### src/rtl/aes_byte_loader_if.sv
// Bundle between upstream byte source, aes_byte_loader and the byte-serial AES core.
// The master side is the surrounding system and the slave side is the loader.
// KEY_REUSE_EN adds the key_reuse input.
interface aes_byte_loader_if;
  logic       in_valid;
  logic       in_ready;
  logic [7:0] in_data;
  logic [7:0] in_key;
`ifdef KEY_REUSE_EN
  logic       key_reuse;
`endif
  logic       core_start;
  logic       core_valid;
  logic [7:0] core_data;
  logic [7:0] core_key;
  logic       core_done;

  modport master (
`ifdef KEY_REUSE_EN
    output key_reuse,
`endif
    output in_valid, in_data, in_key, core_done,
    input  in_ready, core_start, core_valid, core_data, core_key
  );

  modport slave (
`ifdef KEY_REUSE_EN
    input  key_reuse,
`endif
    input  in_valid, in_data, in_key, core_done,
    output in_ready, core_start, core_valid, core_data, core_key
  );
endinterface

### src/rtl/aes_byte_loader.sv
// Buffers one block of plaintext/key byte pairs and replays it to the AES core as an unbroken
// burst, then waits for core_done or a timeout. Optional feature macro: KEY_REUSE_EN.
module aes_byte_loader #(
  parameter int unsigned NBYTES  = 16,
  parameter int unsigned TIMEOUT = 255
) (
  input  logic             clk,
  input  logic             rst_n,
  aes_byte_loader_if.slave bus,
  output logic             busy,
  output logic             err
);
  localparam int unsigned     CntW       = $clog2(NBYTES);
  localparam logic [CntW-1:0] LastIdx    = CntW'(NBYTES - 1);
  localparam logic [7:0]      TimeoutVal = 8'(TIMEOUT);

  typedef enum logic [1:0] {StFill, StBurst, StWait} state_e;

  state_e          state_q, state_d;
  logic [CntW-1:0] cnt_q, cnt_d;
  logic [7:0]      timer_q, timer_d;
  logic            core_start_q, core_start_d;
  logic            core_valid_q, core_valid_d;
  logic [7:0]      core_data_q, core_data_d;
  logic [7:0]      core_key_q, core_key_d;
  logic            busy_q, busy_d;
  logic            err_q, err_d;
  logic [7:0]      dbuf_q [NBYTES];
  logic [7:0]      dbuf_d [NBYTES];
  logic [7:0]      kbuf_q [NBYTES];
  logic [7:0]      kbuf_d [NBYTES];
  logic            in_ready;
  logic            xfer;
  logic            kbuf_we;

  assign in_ready     = (state_q == StFill);
  assign xfer         = bus.in_valid & in_ready;
  assign bus.in_ready = in_ready;

`ifdef KEY_REUSE_EN
  logic reuse_q, reuse_d;

  // The reuse decision is taken on the first pair and held for the rest of the block.
  always_comb begin
    reuse_d = reuse_q;
    if (xfer && cnt_q == '0) begin
      reuse_d = bus.key_reuse;
    end
  end

  assign kbuf_we = xfer & ~((cnt_q == '0) ? bus.key_reuse : reuse_q);
`else
  assign kbuf_we = xfer;
`endif

  always_comb begin
    dbuf_d = dbuf_q;
    kbuf_d = kbuf_q;
    if (xfer) begin
      dbuf_d[cnt_q] = bus.in_data;
    end
    if (kbuf_we) begin
      kbuf_d[cnt_q] = bus.in_key;
    end
  end

  always_comb begin
    state_d      = state_q;
    cnt_d        = cnt_q;
    timer_d      = timer_q;
    core_start_d = 1'b0;
    core_valid_d = 1'b0;
    core_data_d  = 8'h00;
    core_key_d   = 8'h00;
    err_d        = err_q;
    unique case (state_q)
      StFill: begin
        if (xfer) begin
          if (cnt_q == LastIdx) begin
            cnt_d   = '0;
            state_d = StBurst;
          end else begin
            cnt_d = cnt_q + 1'b1;
          end
        end
      end
      StBurst: begin
        core_valid_d = 1'b1;
        core_start_d = (cnt_q == '0);
        core_data_d  = dbuf_q[cnt_q];
        core_key_d   = kbuf_q[cnt_q];
        if (cnt_q == LastIdx) begin
          cnt_d   = '0;
          state_d = StWait;
        end else begin
          cnt_d = cnt_q + 1'b1;
        end
      end
      StWait: begin
        // core_done takes priority over a coincident timeout.
        if (bus.core_done) begin
          state_d = StFill;
          timer_d = 8'h00;
        end else if (timer_q == TimeoutVal) begin
          err_d   = 1'b1;
          state_d = StFill;
          timer_d = 8'h00;
        end else begin
          timer_d = timer_q + 8'd1;
        end
      end
      default: state_d = StFill;
    endcase
    busy_d = (state_d != StFill);
  end

  always_ff @(posedge clk) begin
    if (!rst_n) begin
      state_q      <= StFill;
      cnt_q        <= '0;
      timer_q      <= 8'h00;
      core_start_q <= 1'b0;
      core_valid_q <= 1'b0;
      core_data_q  <= 8'h00;
      core_key_q   <= 8'h00;
      busy_q       <= 1'b0;
      err_q        <= 1'b0;
`ifdef KEY_REUSE_EN
      reuse_q      <= 1'b0;
`endif
    end else begin
      state_q      <= state_d;
      cnt_q        <= cnt_d;
      timer_q      <= timer_d;
      core_start_q <= core_start_d;
      core_valid_q <= core_valid_d;
      core_data_q  <= core_data_d;
      core_key_q   <= core_key_d;
      busy_q       <= busy_d;
      err_q        <= err_d;
`ifdef KEY_REUSE_EN
      reuse_q      <= reuse_d;
`endif
    end
  end

  // Block buffers keep their contents across reset.
  always_ff @(posedge clk) begin
    dbuf_q <= dbuf_d;
    kbuf_q <= kbuf_d;
  end

  assign bus.core_start = core_start_q;
  assign bus.core_valid = core_valid_q;
  assign bus.core_data  = core_data_q;
  assign bus.core_key   = core_key_q;
  assign busy           = busy_q;
  assign err            = err_q;
endmodule

### src/flat_wrapper.sv
// flat-port wrapper written by rule: the top's interface ports become plain ports
module aes_byte_loader_flat 
#(
  parameter int unsigned NBYTES  = 16,
  parameter int unsigned TIMEOUT = 255
)
  (clk, rst_n, busy, err, bus_in_valid, bus_in_data, bus_in_key, bus_core_done, bus_in_ready, bus_core_start, bus_core_valid, bus_core_data, bus_core_key);
  aes_byte_loader_if bus_i ();
  input  logic clk;
  input  logic rst_n;
  output logic busy;
  output logic err;
  input wire logic [$bits(bus_i.in_valid)-1:0] bus_in_valid;
  input wire logic [$bits(bus_i.in_data)-1:0] bus_in_data;
  input wire logic [$bits(bus_i.in_key)-1:0] bus_in_key;
  input wire logic [$bits(bus_i.core_done)-1:0] bus_core_done;
  output wire logic [$bits(bus_i.in_ready)-1:0] bus_in_ready;
  output wire logic [$bits(bus_i.core_start)-1:0] bus_core_start;
  output wire logic [$bits(bus_i.core_valid)-1:0] bus_core_valid;
  output wire logic [$bits(bus_i.core_data)-1:0] bus_core_data;
  output wire logic [$bits(bus_i.core_key)-1:0] bus_core_key;
  assign bus_i.in_valid = bus_in_valid;
  assign bus_i.in_data = bus_in_data;
  assign bus_i.in_key = bus_in_key;
  assign bus_i.core_done = bus_core_done;
  assign bus_in_ready = bus_i.in_ready;
  assign bus_core_start = bus_i.core_start;
  assign bus_core_valid = bus_i.core_valid;
  assign bus_core_data = bus_i.core_data;
  assign bus_core_key = bus_i.core_key;
  aes_byte_loader #(.NBYTES(NBYTES), .TIMEOUT(TIMEOUT)) u_core (.clk(clk), .rst_n(rst_n), .bus(bus_i), .busy(busy), .err(err));
endmodule
### config.mk
export PLATFORM = sky130hd
export DESIGN_NAME = aes_byte_loader_flat
export DESIGN_NICKNAME = d
export VERILOG_FILES = /design/src/rtl/aes_byte_loader_if.sv /design/src/rtl/aes_byte_loader.sv /design/src/flat_wrapper.sv
export SDC_FILE = /design/constraint.sdc
export NUM_CORES = 1
export LEC_CHECK = 0
export ABC_AREA = 1
export BUFFER_PORTS_ARGS = -buffer_cell sky130_fd_sc_hd__buf_2
export CORE_UTILIZATION = 35
export CTS_BUF_LIST = sky130_fd_sc_hd__clkbuf_16
export DETAILED_ROUTE_END_ITERATION = 10
export PLACE_DENSITY_LB_ADDON = 0.3
export SLEW_MARGIN = 40
export SYNTH_ARGS = -nofsm -noshare
export SYNTH_HDL_FRONTEND = slang
export SYNTH_SLANG_ARGS = --single-unit
### constraint.sdc
create_clock -name clk -period 4.62 [get_ports clk]
set_input_delay 0.231 -clock clk [delete_from_list [all_inputs] [get_ports clk]]
set_output_delay 0.231 -clock clk [all_outputs]
set_load 0.05 [all_outputs]
== Yosys cells after proc, flatten, opt, wreduce, memory -nomap -nowiden ==
Cells that the tools add are included.
Widths: inputs -> output; s select.

* Flip-flop bits (word level): 290
* Input bits: 20
* Output and inout port bits: 21
* Word-level logic and storage cells: 83

* Add/sub/neg operators: 2
* Magnitude comparators: 2
* Eq/ne operators: 5
* Muxes and demuxes: 22
* Bitwise operators: 3
* Reduce and logical (&&, ||, !) cells: 8

{| class="wikitable"
|+ Operators with widths
! cell !! number
|-
| $bwmux 128 || 2
|-
| $bmux 8 s4 || 2
|-
| $mux 8 || 7
|-
| $demux 8 s4 || 1
|-
| $mux 2 || 5
|-
| $add 8x1->8 const B || 1
|-
| $eq 8x8->1 const B || 1
|-
| $mux 4 || 2
|-
| $pmux 4 s2 || 1
|-
| $pmux 2 s3 || 1
|-
| $ge 5x5->1 const B || 1
|-
| $lt 5x1->1 const B || 1
|-
| $not 4->5 || 1
|-
| $add 4x1->4 const B || 1
|-
| $eq 4x4->1 const B || 1
|-
| $logic_not 4->1 || 1
|-
| $reduce_and 2->1 || 2
|-
| $reduce_bool 2->1 || 2
|-
| $reduce_and 3->1 || 1
|-
| $eq 2x1->1 const B || 1
|-
| $eq 2x2->1 const B || 1
|-
| $logic_not 2->1 || 1
|-
| $ne 2x2->1 const B || 1
|-
| $and 1x1->1 || 1
|-
| 3 further kinds || 3
|}

== Longest topological paths before layout ==
Gate-level depths: netlist of the first run.

* Depth after elaboration: 6
* Mapped depth: 11
* Mapped depth without buffers: 8

== Worst setup path before layout of the first run ==
No wires, ideal clock.

* Path type: register to register
* Start: reg u_core.state_q[0]
* End: reg u_core.dbuf_q[104] (netlist bit), enable pin
* Data arrival time: 2.210 ns
* Required time: 4.232 ns
* Path slack: 2.022 ns
* Cell stages (with the launch flop): 6
* Period minus slack after synthesis: 2.598 ns
* Cell sequence: dfxtp_1 > nor2_1 > nand2_1 > inv_1 > nand2_1 > nor2_1

* Cells in the longest elaborated chain, start to end: 2

{| class="wikitable"
|+ Ends and longest elaborated chain
! element !! RTL line !! RTL
|-
| start, declared || aes_byte_loader.sv:19 || <nowiki>state_e state_q, state_d;</nowiki>
|-
| start signal, assigned || aes_byte_loader.sv:119 || <nowiki>state_q <= StFill;</nowiki>
|-
| start signal, assigned || aes_byte_loader.sv:132 || <nowiki>state_q <= state_d;</nowiki>
|-
| $logic_not 2->1 || aes_byte_loader.sv:36 || <nowiki>assign in_ready = (state_q == StFill);</nowiki>
|-
| named net bus_in_ready || flat_wrapper.sv:17 || <nowiki>output wire logic [$bits(bus_i.in_ready)-1:0] bus_in_ready;</nowiki>
|-
| $and 1x1->1 || aes_byte_loader.sv:37 || <nowiki>assign xfer = bus.in_valid & in_ready;</nowiki>
|-
| end signal, assigned || aes_byte_loader.sv:149 || <nowiki>dbuf_q <= dbuf_d;</nowiki>
|-
| end, declared || aes_byte_loader.sv:28 || <nowiki>logic [7:0] dbuf_q [NBYTES];</nowiki>
|}

The timed path passes the listed nets, and every way through them passes these cells.
A chain may end at the register's enable or synchronous reset.

== Final worst setup path of the first run ==
* Start: reg u_core.cnt_q[1]
* End: reg u_core.core_data_q[6] (netlist: u_core.bus.core_data[6])

* Cells in the longest elaborated chain, start to end: 4

{| class="wikitable"
|+ Ends and longest elaborated chain
! element !! RTL line !! RTL
|-
| start, declared || aes_byte_loader.sv:20 || <nowiki>logic [CntW-1:0] cnt_q, cnt_d;</nowiki>
|-
| start signal, assigned || aes_byte_loader.sv:133 || <nowiki>cnt_q <= cnt_d;</nowiki>
|-
| $not 4->5 (not written as such) || aes_byte_loader.sv:90 || <nowiki>core_data_d = dbuf_q[cnt_q];</nowiki>
|-
| $bmux 8 s4 || aes_byte_loader.sv:90 ||
|-
| $mux 8 (not written as such) (2 in series) || aes_byte_loader.sv:90 ||
|-
| end signal, assigned || aes_byte_loader.sv:137 || <nowiki>core_data_q <= core_data_d;</nowiki>
|-
| end, declared || aes_byte_loader.sv:24 || <nowiki>logic [7:0] core_data_q, core_data_d;</nowiki>
|}

Every way passes these cells. The select of a mux whose other input is x is not followed.

==> flow_summary.json, run 1 <==
{
  "start_kind": "flip-flop",
  "async_flop_share_pct": 0,
  "rows": 68,
  "synth_compound_area_share_pct": 0.908,
  "slew_viol_final": 0,
  "p_switching_uw": 1260,
  "diodes": 0,
  "synthXorXnorAreaFrac_pct": 0.140,
  "setup_viol": 0,
  "place_congestion": 0.819,
  "post-cts-setup-buffers": 0,
  "grt.overflow.total": 0,
  "yosys_register_bits": 290,
  "synth_top_family_by_area": "simple AND/OR/NAND/NOR gates",
  "synthFlopType": "edfxtp_1",
  "netSwitchingFraction_pct": 22.7,
  "initial_core_util_pct": 35.9,
  "area_delta_synth_final_pct": 12.9,
  "io_buffers": 40,
  "grt_pass1_vias": 7843,
  "syn-num-nets": 1322,
  "fillers": 3437,
  "die_x_um": 191,
  "grt_pass1_wl_um": 45100,
  "wl_um": 29400,
  "p_clk_share_pct": 41.0,
  "detail_route.wl_per_cell_um": 16.3,
  "rsz0062_at_grt": "no",
  "cp_max_fo": 37,
  "yosysSeqAreaShare_pct": 66.8,
  "ant_nets": 0,
  "cts_buffers": 30,
  "combPwrFrac_pct": 6.7,
  "path_clk_slew_ns": 0.06,
  "coreArea_sq_um": 34900,
  "viasPerCell": 4.59,
  "cts_tree": "yes",
  "cts_buffer_depth": 3,
  "crit_path_end_kind": "flip-flop",
  "antenna_found_initial": 0,
  "ys_warn_count": 0,
  "setup_tns_ns": 0,
  "synth_top_cell_by_area": "edfxtp_1",
  "synth.area.mux_share_pct": 0,
  "path_class": "reg -> reg",
  "detailed_place_hpwl_um": 17900,
  "netlist_instances": 1297,
  "drtIter0Drc": 742,
  "final_nets": 1353,
  "whs_ns": 0.0678,
  "drive_gt1_share_pct": 8.14,
  "status": "completed",
  "peakVddDrop_uv": 275,
  "die-area_sq_um": 36600,
  "p_int_uw": 4280,
  "seqPwrFrac_pct": 52.3,
  "htreeDepth": 1,
  "skew_ns": 0.00887,
  "critPathArrivalTime_ns": 3.04,
  "hp-class": "in -> reg",
  "synth_area_sq_um": 12500,
  "power_density_nw_per_um2": 392,
  "relSlewSlack_pct": 44.2,
  "dr_total_vias": 8284,
  "clock_sinks": 290,
  "yosys.cell_types.count": 23,
  "fp.dieH_um": 191,
  "totalPowerFinal_uw": 5540,
  "required_ns": 5.04,
  "power.leakage_uw": 0.00632,
  "grt_max_degree": 88,
  "worst_pin_slew_ns": 0.837,
  "ios": 41,
  "cts_root_buf": "clkbuf_16",
  "synth-edff-count": 256,
  "synth_top_area_share_pct": 61.3,
  "fin_crit_sh_pct": 56.7,
  "hold_violations": 0,
  "synthAdderAreaFrac_pct": 0.499,
  "firstDrtPassIters": 4,
  "synth-simple-area-share_pct": 21.0,
  "drc_errors": 0,
  "fin_crit_ns": 2.62,
  "synthTopCellsByArea": "edfxtp_1, nand2_1, inv_1",
  "timing.fmax_mhz": 382,
  "syn-mean-instance-area_sq_um": 9.66,
  "track_usage_pct": 16.2,
  "clk-insertion-delay-late_ns": 0.55,
  "cap_violations": 0
}
==> critical path: stages (launching register included) <==
cell     delay [ns]
dfxtp_2        0.87
buf_4          0.51
inv_2          0.11
buf_4          0.30
nand3_1        0.16
nand2_1        0.10
nand2_1        0.14
nand2_1        0.07
nor2_1         0.09
nor2_1         0.06
==> routing by layer <==
metal	up-vias	wire, um	track usage, %
met5	-	0	0
met4	0	833	5.25
met3	51	1690	2.44
met2	216	13400	25.4
met1	3935	13500	22.9
li1	4082	-	-
==> area by class of cell <==
cell class | instances | area (sq um) | share of cell area (%)
sequential | 290 | 8370 | 59.2
clock buffer | 31 | 776 | 5.48
multi-input combinational | 678 | 2950 | 20.8
timing repair buffer | 47 | 280 | 1.98
clock inverter | 24 | 144 | 1.02
tap | 455 | 569 | 4.02
inverter | 281 | 1060 | 7.48
==> final timing paths <==
check	startpoint	end	slack [ns]	cells past startpoint
setup / recovery	u_core.cnt_q[1]	u_core.bus.core_data[6]	2.00	9
hold / removal	bus_core_done	u_core.timer_q[0]	0.07	6
hold reg to reg	u_core.timer_q[3]	u_core.timer_q[3]	0.48	2
setup reg to reg	u_core.cnt_q[1]	u_core.bus.core_data[6]	2.00	9
==> stage by stage <==
| stage | worst slack, ns | cells | util (%) | area, sq um |
|---|---|---|---|---|
| 6_report | 2.00 | 1806 | 40.6 | 14100 |
| 5_1_grt | 1.91 | 1806 | 40.6 | 14100 |
| 4_1_cts | 1.95 | 1805 | 40.5 | 14100 |
| 3_5_place_dp | 1.96 | 1749 | 37.8 | 13200 |
| 3_3_place_gp | 1.90 | 1749 | 37.6 | 13100 |
| 2_1_floorplan | 2.02 | 1297 | - | 12500 |
==> state kept, by name, indices dropped and copies added, names as in the netlist <==
register               flops
u_core.dbuf_q            128
u_core.kbuf_q            128
u_core.bus.core_data       8
u_core.bus.core_key        8
u_core.timer_q             8
u_core.cnt_q               4
u_core.state_q             2
u_core.bus.core_start      1
u_core.bus.core_valid      1
u_core.busy                1
u_core.err                 1
==> power by group through the flow <==
stage,sequential [uW],clock [uW],combinational (uW)
2_1_floorplan,2940,0,247
3_3_place_gp,2960,0,355
3_5_place_dp,2970,0,362
4_1_cts,2910,2300,364
5_1_grt,2900,2400,418
6_report,2900,2270,374
==> cell families (layout without fill, tap and decap cells) <==
| kind of cell | Yosys count | in the layout |
|---|---|---|
| XOR/XNOR | 2 | 2 |
| adder cells (fa/ha/maj) | 5 | 5 |
| buffers and inverters | 329 | 383 |
| AO/OA/AOI/OAI | 22 | 22 |
| AND/OR/NAND/NOR | 649 | 649 |
| flip-flops | 290 | 290 |
==> layout by cell type, fill, tap and decap left out, types with 2 or more instances in the layout <==
cell / netlist / routed
a21oi_1: 13 / 13
edfxtp_1: 256 / 256
clkinv_1: 0 / 7
nor3_1: 2 / 2
dfxtp_1: 34 / 32
ha_1: 5 / 5
o21ai_0: 7 / 7
buf_4: 15 / 4
clkbuf_16: 0 / 31
nor2_4: 2 / 19
clkinv_2: 1 / 2
nand2_1: 444 / 444
buf_12: 0 / 2
nor2_1: 65 / 50
inv_2: 5 / 5
nand2_2: 2 / 2
nand3_1: 132 / 132
bufinv_16: 0 / 2
inv_1: 275 / 288
buf_2: 28 / 40
==> cell usage after synthesis (3+ instances only) <==
library cell	number
a21oi_1	13
ha_1	5
buf_2	28
o21ai_0	7
nor2_1	65
nand2_1	444
inv_2	5
inv_1	275
clkbuf_1	3
buf_4	15
dfxtp_1	34
edfxtp_1	256
nand3_1	132
==> repair_timing <==
| item | in CTS | in global routing |
|---|---|---|
| hold buffers | 1 | 0 |
| resized for setup | 0 | 0 |
| endpoints found under the hold margin | 1 | 0 |
| setup endpoints to repair | 0 | 0 |
Power figures use the tool's default switching activity.
==> run 2, diff against run 1 <==
==> constraint.sdc (replaced) <==
create_clock -name clk -period 2.3 [get_ports clk]
set_input_delay 0.115 -clock clk [delete_from_list [all_inputs] [get_ports clk]]
set_output_delay 0.115 -clock clk [all_outputs]
set_load 0.05 [all_outputs]
==> run 2 against run 1 <==
Sequential share of layout area is 1.2 points lower. Worst hold slack better by 0.049 ns. Global-route usage grew 0.16 points. Critical path type unchanged.
==> flow_summary.json, run 2 (same netlist as run 1, synthesis figures left out) <==
{
  "whs_ns": 0.116,
  "relSlewSlack_pct": 66.7,
  "grt.overflow.total": 0,
  "final_nets": 1395,
  "clock_sinks": 290,
  "initial_core_util_pct": 35.9,
  "timing.fmax_mhz": 564,
  "dpl_cell_area_sq_um": 13400,
  "place_congestion": 0.794,
  "drtIter0Drc": 667,
  "diodes": 0,
  "dr_total_vias": 8312,
  "critPathArrivalTime_ns": 2.05,
  "r2r_slack_ns": 0.53,
  "cp_num_buf_inv": 2,
  "rsz0062_at_grt": "no",
  "detailed_place_hpwl_um": 17800,
  "track_usage_pct": 16.3,
  "status": "completed",
  "power.leakage_uw": 0.00648,
  "placed_cells": 1776,
  "wl_um": 29300,
  "ant_nets": 0,
  "detail_route.wl_per_cell_um": 15.8,
  "cts_buffers": 29,
  "cts_buffer_depth": 3,
  "clk-insertion-delay-late_ns": 0.57,
  "fin_crit_sh_pct": 77.0,
  "crit_path_end_kind": "flip-flop",
  "grt_pass1_wl_um": 45400,
  "cpPeakStageDelay_ns": 0.35,
  "grt.busiest_layer": "met2",
  "crit_slowest_cell": "nor2_2",
  "viasPerCell": 4.50,
  "post-cts-setup-buffers": 0,
  "start_kind": "flip-flop",
  "die_x_um": 191,
  "htreeDepth": 1,
  "drc_errors": 0,
  "top_regs": "u_core.dbuf_q x128, u_core.kbuf_q x128",
  "antenna_found_initial": 1,
  "skew_ns": 0.0202,
  "use_met3_pct": 2.20,
  "cp_top_family": "simple AND/OR/NAND/NOR gates",
  "power_density_nw_per_um2": 752,
  "grt.met1_usage_pct": 22.7,
  "coreArea_sq_um": 34900,
  "cp_max_fo": 11,
  "layout_common_cells": "nand2_1, inv_1, edfxtp_1",
  "cp_cell_sequence": "nor2_2, nand2_1, inv_1, nand2_1, nor2_2, buf_12",
  "rows": 68,
  "required_ns": 2.57,
  "cts_tree": "yes",
  "setup_viol": 0,
  "setup_tns_ns": 0,
  "area_delta_synth_final_pct": 15.2,
  "grt_pass1_vias": 7901,
  "firstDrtPassIters": 5,
  "fp.dieH_um": 191,
  "final_area_sq_um": 14400,
  "path_clk_slew_ns": 0.07,
  "cts_root_buf": "clkbuf_16",
  "die-area_sq_um": 36600,
  "final_common_cell": "nand2_1",
  "ios": 41,
  "hold_violations": 0,
  "hp-class": "in -> reg",
  "drive_gt1_share_pct": 10.5,
  "fin_crit_ns": 1.77,
  "instances_no_fill": 1847,
  "slew_viol_final": 0,
  "path_class": "reg -> reg",
  "grt_max_degree": 89,
  "cap_violations": 0,
  "grtUsageMet2_pct": 26.7,
  "worst_pin_slew_ns": 0.500,
  "io_buffers": 40,
  "peakVddDrop_uv": 562
}
## run 2: final cells by class
cell class                 instances  area [sq um]
inverter                         281          1060
clock buffer                      29           726
clock inverter                    24           128
tap                              455           569
sequential                       290          8370
timing repair buffer              90           721
multi-input combinational        678          2860
fill                            3391         20400
## run 2: path summary, 6_finish.rpt
check | depth (start not counted) | start | endpoint
worst max-delay path | 6 | u_core.state_q[0] | u_core.kbuf_q[42]
worst min-delay path | 3 | bus_in_valid | u_core.kbuf_q[3]
worst max register to register | 6 | u_core.state_q[0] | u_core.kbuf_q[42]
worst min register to register | 2 | u_core.err | u_core.err
## run 2: per-stage QoR
| step | utilization, % | power [uW] | setup slack (ns) |
|---|---|---|---|
| after floorplan | - | 6410 | 0.175 |
| after global placement | 38.4 | 6660 | 0.581 |
| after detailed placement | 38.4 | 6670 | 0.537 |
| after CTS | 41.4 | 11000 | 0.517 |
| after global routing | 41.4 | 11200 | 0.399 |
| final | 41.4 | 10900 | 0.528 |
## run 2: layer usage
layer	share of wire, %	wire length, um
met3	5.3	1560
met4	2.0	590
met2	47	13700
met5	0.044	13
met1	46	13400
## run 2: power by group
| group | total [uW] | switching (uW) | internal, uW |
|---|---|---|---|
| Sequential | 5800 | 20.7 | 5780 |
| Combinational | 773 | 543 | 230 |
| Clock | 4280 | 1980 | 2300 |
| Total | 10900 | 2540 | 8310 |
## run 2: timing repair
action,in CTS,in global routing
hold buffers,18,0
resized for setup,0,0
hold endpoints to repair,254,0
## run 2: worst register-to-register path: cells and delay by family, from the launching register on
family / cells / cell delay (ns)
buffers and inverters: 2 / 0.37
DFF: 1 / 0.33
and+or+nand+nor: 4 / 0.80
==> run 3, diff against run 2 <==
==> constraint.sdc (replaced) <==
create_clock -name clk -period 1.78 [get_ports clk]
set_input_delay 0.089 -clock clk [delete_from_list [all_inputs] [get_ports clk]]
set_output_delay 0.089 -clock clk [all_outputs]
set_load 0.05 [all_outputs]
==> run 3 against run 2 <==
Clock skew decreased by 0.0099 ns. Die area unchanged. Sequential share of layout area decreased by 1.8 points. Combinational power increased by 37%. First-iteration DRC count decreased by 1.8%. Largest power group unchanged. Highest routed layer is now met4.
==> flow_summary.json, run 3 (same netlist as run 1, synthesis figures left out) <==
{
  "path_clk_slew_ns": 0.06,
  "cts_root_buf": "clkbuf_16",
  "fin_crit_sh_pct": 91.6,
  "reg2reg_depth": 6,
  "die_x_um": 191,
  "path_class": "reg -> reg",
  "timing.rr.start": "u_core.state_q[0]",
  "drive_gt1_share_pct": 11.6,
  "timing.fmax_mhz": 613,
  "drc_errors": 0,
  "crit_path_end_kind": "flip-flop",
  "drtIter0Drc": 655,
  "dr_total_vias": 8383,
  "place_congestion": 0.812,
  "cts_tree": "yes",
  "grt.overflow.total": 0,
  "final_nets": 1408,
  "track_usage_pct": 16.5,
  "antenna_found_initial": 1,
  "grt_pass1_wl_um": 46100,
  "initial_core_util_pct": 35.9,
  "status": "completed",
  "viasPerCell": 4.50,
  "placed_cells": 1787,
  "coreArea_sq_um": 34900,
  "detail_route.wl_per_cell_um": 15.8,
  "holdCritStartpoint": "bus_in_valid",
  "rows": 68,
  "reg2reg_to": "u_core.kbuf_q[107]",
  "cts_buffer_depth": 3,
  "ant_nets": 0,
  "die-area_sq_um": 36600,
  "required_ns": 2.05,
  "r2r_slack_ns": 0.15,
  "layout_common_cells": "nand2_1, inv_1, edfxtp_1",
  "fillers": 3335,
  "totalPowerFinal_uw": 15100,
  "cap_violations": 0,
  "clock_sinks": 290,
  "setup_viol": 0,
  "power_density_nw_per_um2": 1010,
  "cts_buffers": 31,
  "fp.dieH_um": 191,
  "skew_ns": 0.0103,
  "dpl_cell_area_sq_um": 13700,
  "hold-path-endpoint": "u_core.cnt_q[2]",
  "final_area_sq_um": 14900,
  "critPathArrivalTime_ns": 1.90,
  "wl_um": 29400,
  "dp_slack_ns": 0.150,
  "ios": 41,
  "hold_violations": 0,
  "grt_pass1_vias": 8006,
  "start_kind": "flip-flop",
  "worst_pin_slew_ns": 0.495,
  "hp-class": "in -> reg",
  "relSlewSlack_pct": 67.0,
  "cp_max_fo": 7,
  "post-cts-setup-buffers": 0,
  "firstDrtPassIters": 5,
  "top_regs": "u_core.dbuf_q x128, u_core.kbuf_q x128",
  "diodes": 0,
  "final_common_cell": "nand2_1",
  "io_buffers": 40,
  "grt_max_degree": 79,
  "fin_ws_ns": 0.150,
  "min_delay_path_depth": 6,
  "htreeDepth": 1,
  "slew_viol_final": 0,
  "clk-insertion-delay-late_ns": 0.56,
  "rsz0062_at_grt": "no",
  "power.leakage_uw": 0.00667,
  "instances_no_fill": 1863,
  "fin_crit_ns": 1.63,
  "area_delta_synth_final_pct": 19.0,
  "detailed_place_hpwl_um": 18700,
  "peakVddDrop_uv": 752
}
## run 3: cell types whose count changed in the layout (fill, tap and decap cells not counted), sizes merged
cell      before  now
buf           72   83
bufinv         0    5
clkinv        18   15
clkbuf        29   31
inv          285  287
clkinvlp       2    1
## run 3: stage by stage
stage | util [%] | hold WS [ns] | TNS [ns]
after floorplan | - | 0.188 | -8.95
after global placement | 39.2 | 0.418 | 0
after detailed placement | 39.2 | 0.421 | 0
after CTS | 42.8 | 0.201 | 0
after global routing | 42.8 | 0.248 | 0
final | 42.8 | 0.202 | 0
## run 3: worst max path at each step
stage	from	endpoint	slack, ns
after floorplan	u_core.cnt_q[0]	u_core.dbuf_q[120]	-0.06
after global placement	u_core.state_q[0]	u_core.kbuf_q[104]	0.18
after detailed placement	u_core.state_q[0]	u_core.kbuf_q[104]	0.15
after CTS	u_core.state_q[0]	u_core.kbuf_q[104]	0.13
after global routing	u_core.state_q[0]	u_core.dbuf_q[109]	0.05
final	u_core.state_q[0]	u_core.kbuf_q[107]	0.15
## run 3: metal layers
metal,up-vias,track usage [%],wire length (um)
met2,188,26.3,13500
met1,3961,23.9,13900
met5,-,0,0
met3,36,2.02,1430
met4,0,3.94,527
li1,4198,-,-
## run 3: cell type report
| type | count | area, sq um | area share, % |
|---|---|---|---|
| clock inverter | 27 | 270 | 1.81 |
| tap | 455 | 569 | 3.82 |
| inverter | 281 | 1060 | 7.10 |
| multi-input combinational | 678 | 2940 | 19.7 |
| timing repair buffer | 101 | 928 | 6.23 |
| sequential | 290 | 8370 | 56.1 |
| clock buffer | 31 | 776 | 5.20 |
## run 3: power by group
group | internal [uW] | switching, uW
Clock | 3900 | 2630
Sequential | 7470 | 23.6
Combinational | 322 | 736
## run 3: critical path, stage by stage, from the launching register on
cell,delay (ns)
dfxtp_1,0.34
nor2_4,0.11
nand2_1,0.10
inv_1,0.13
nand2_1,0.23
nor2_4,0.21
buf_4,0.22
## run 3: what timing repair did
| action | in CTS | in global routing |
|---|---|---|
| resized for setup | 0 | 0 |
| endpoints found under the hold margin | 272 | 0 |
| hold buffers | 18 | 0 |
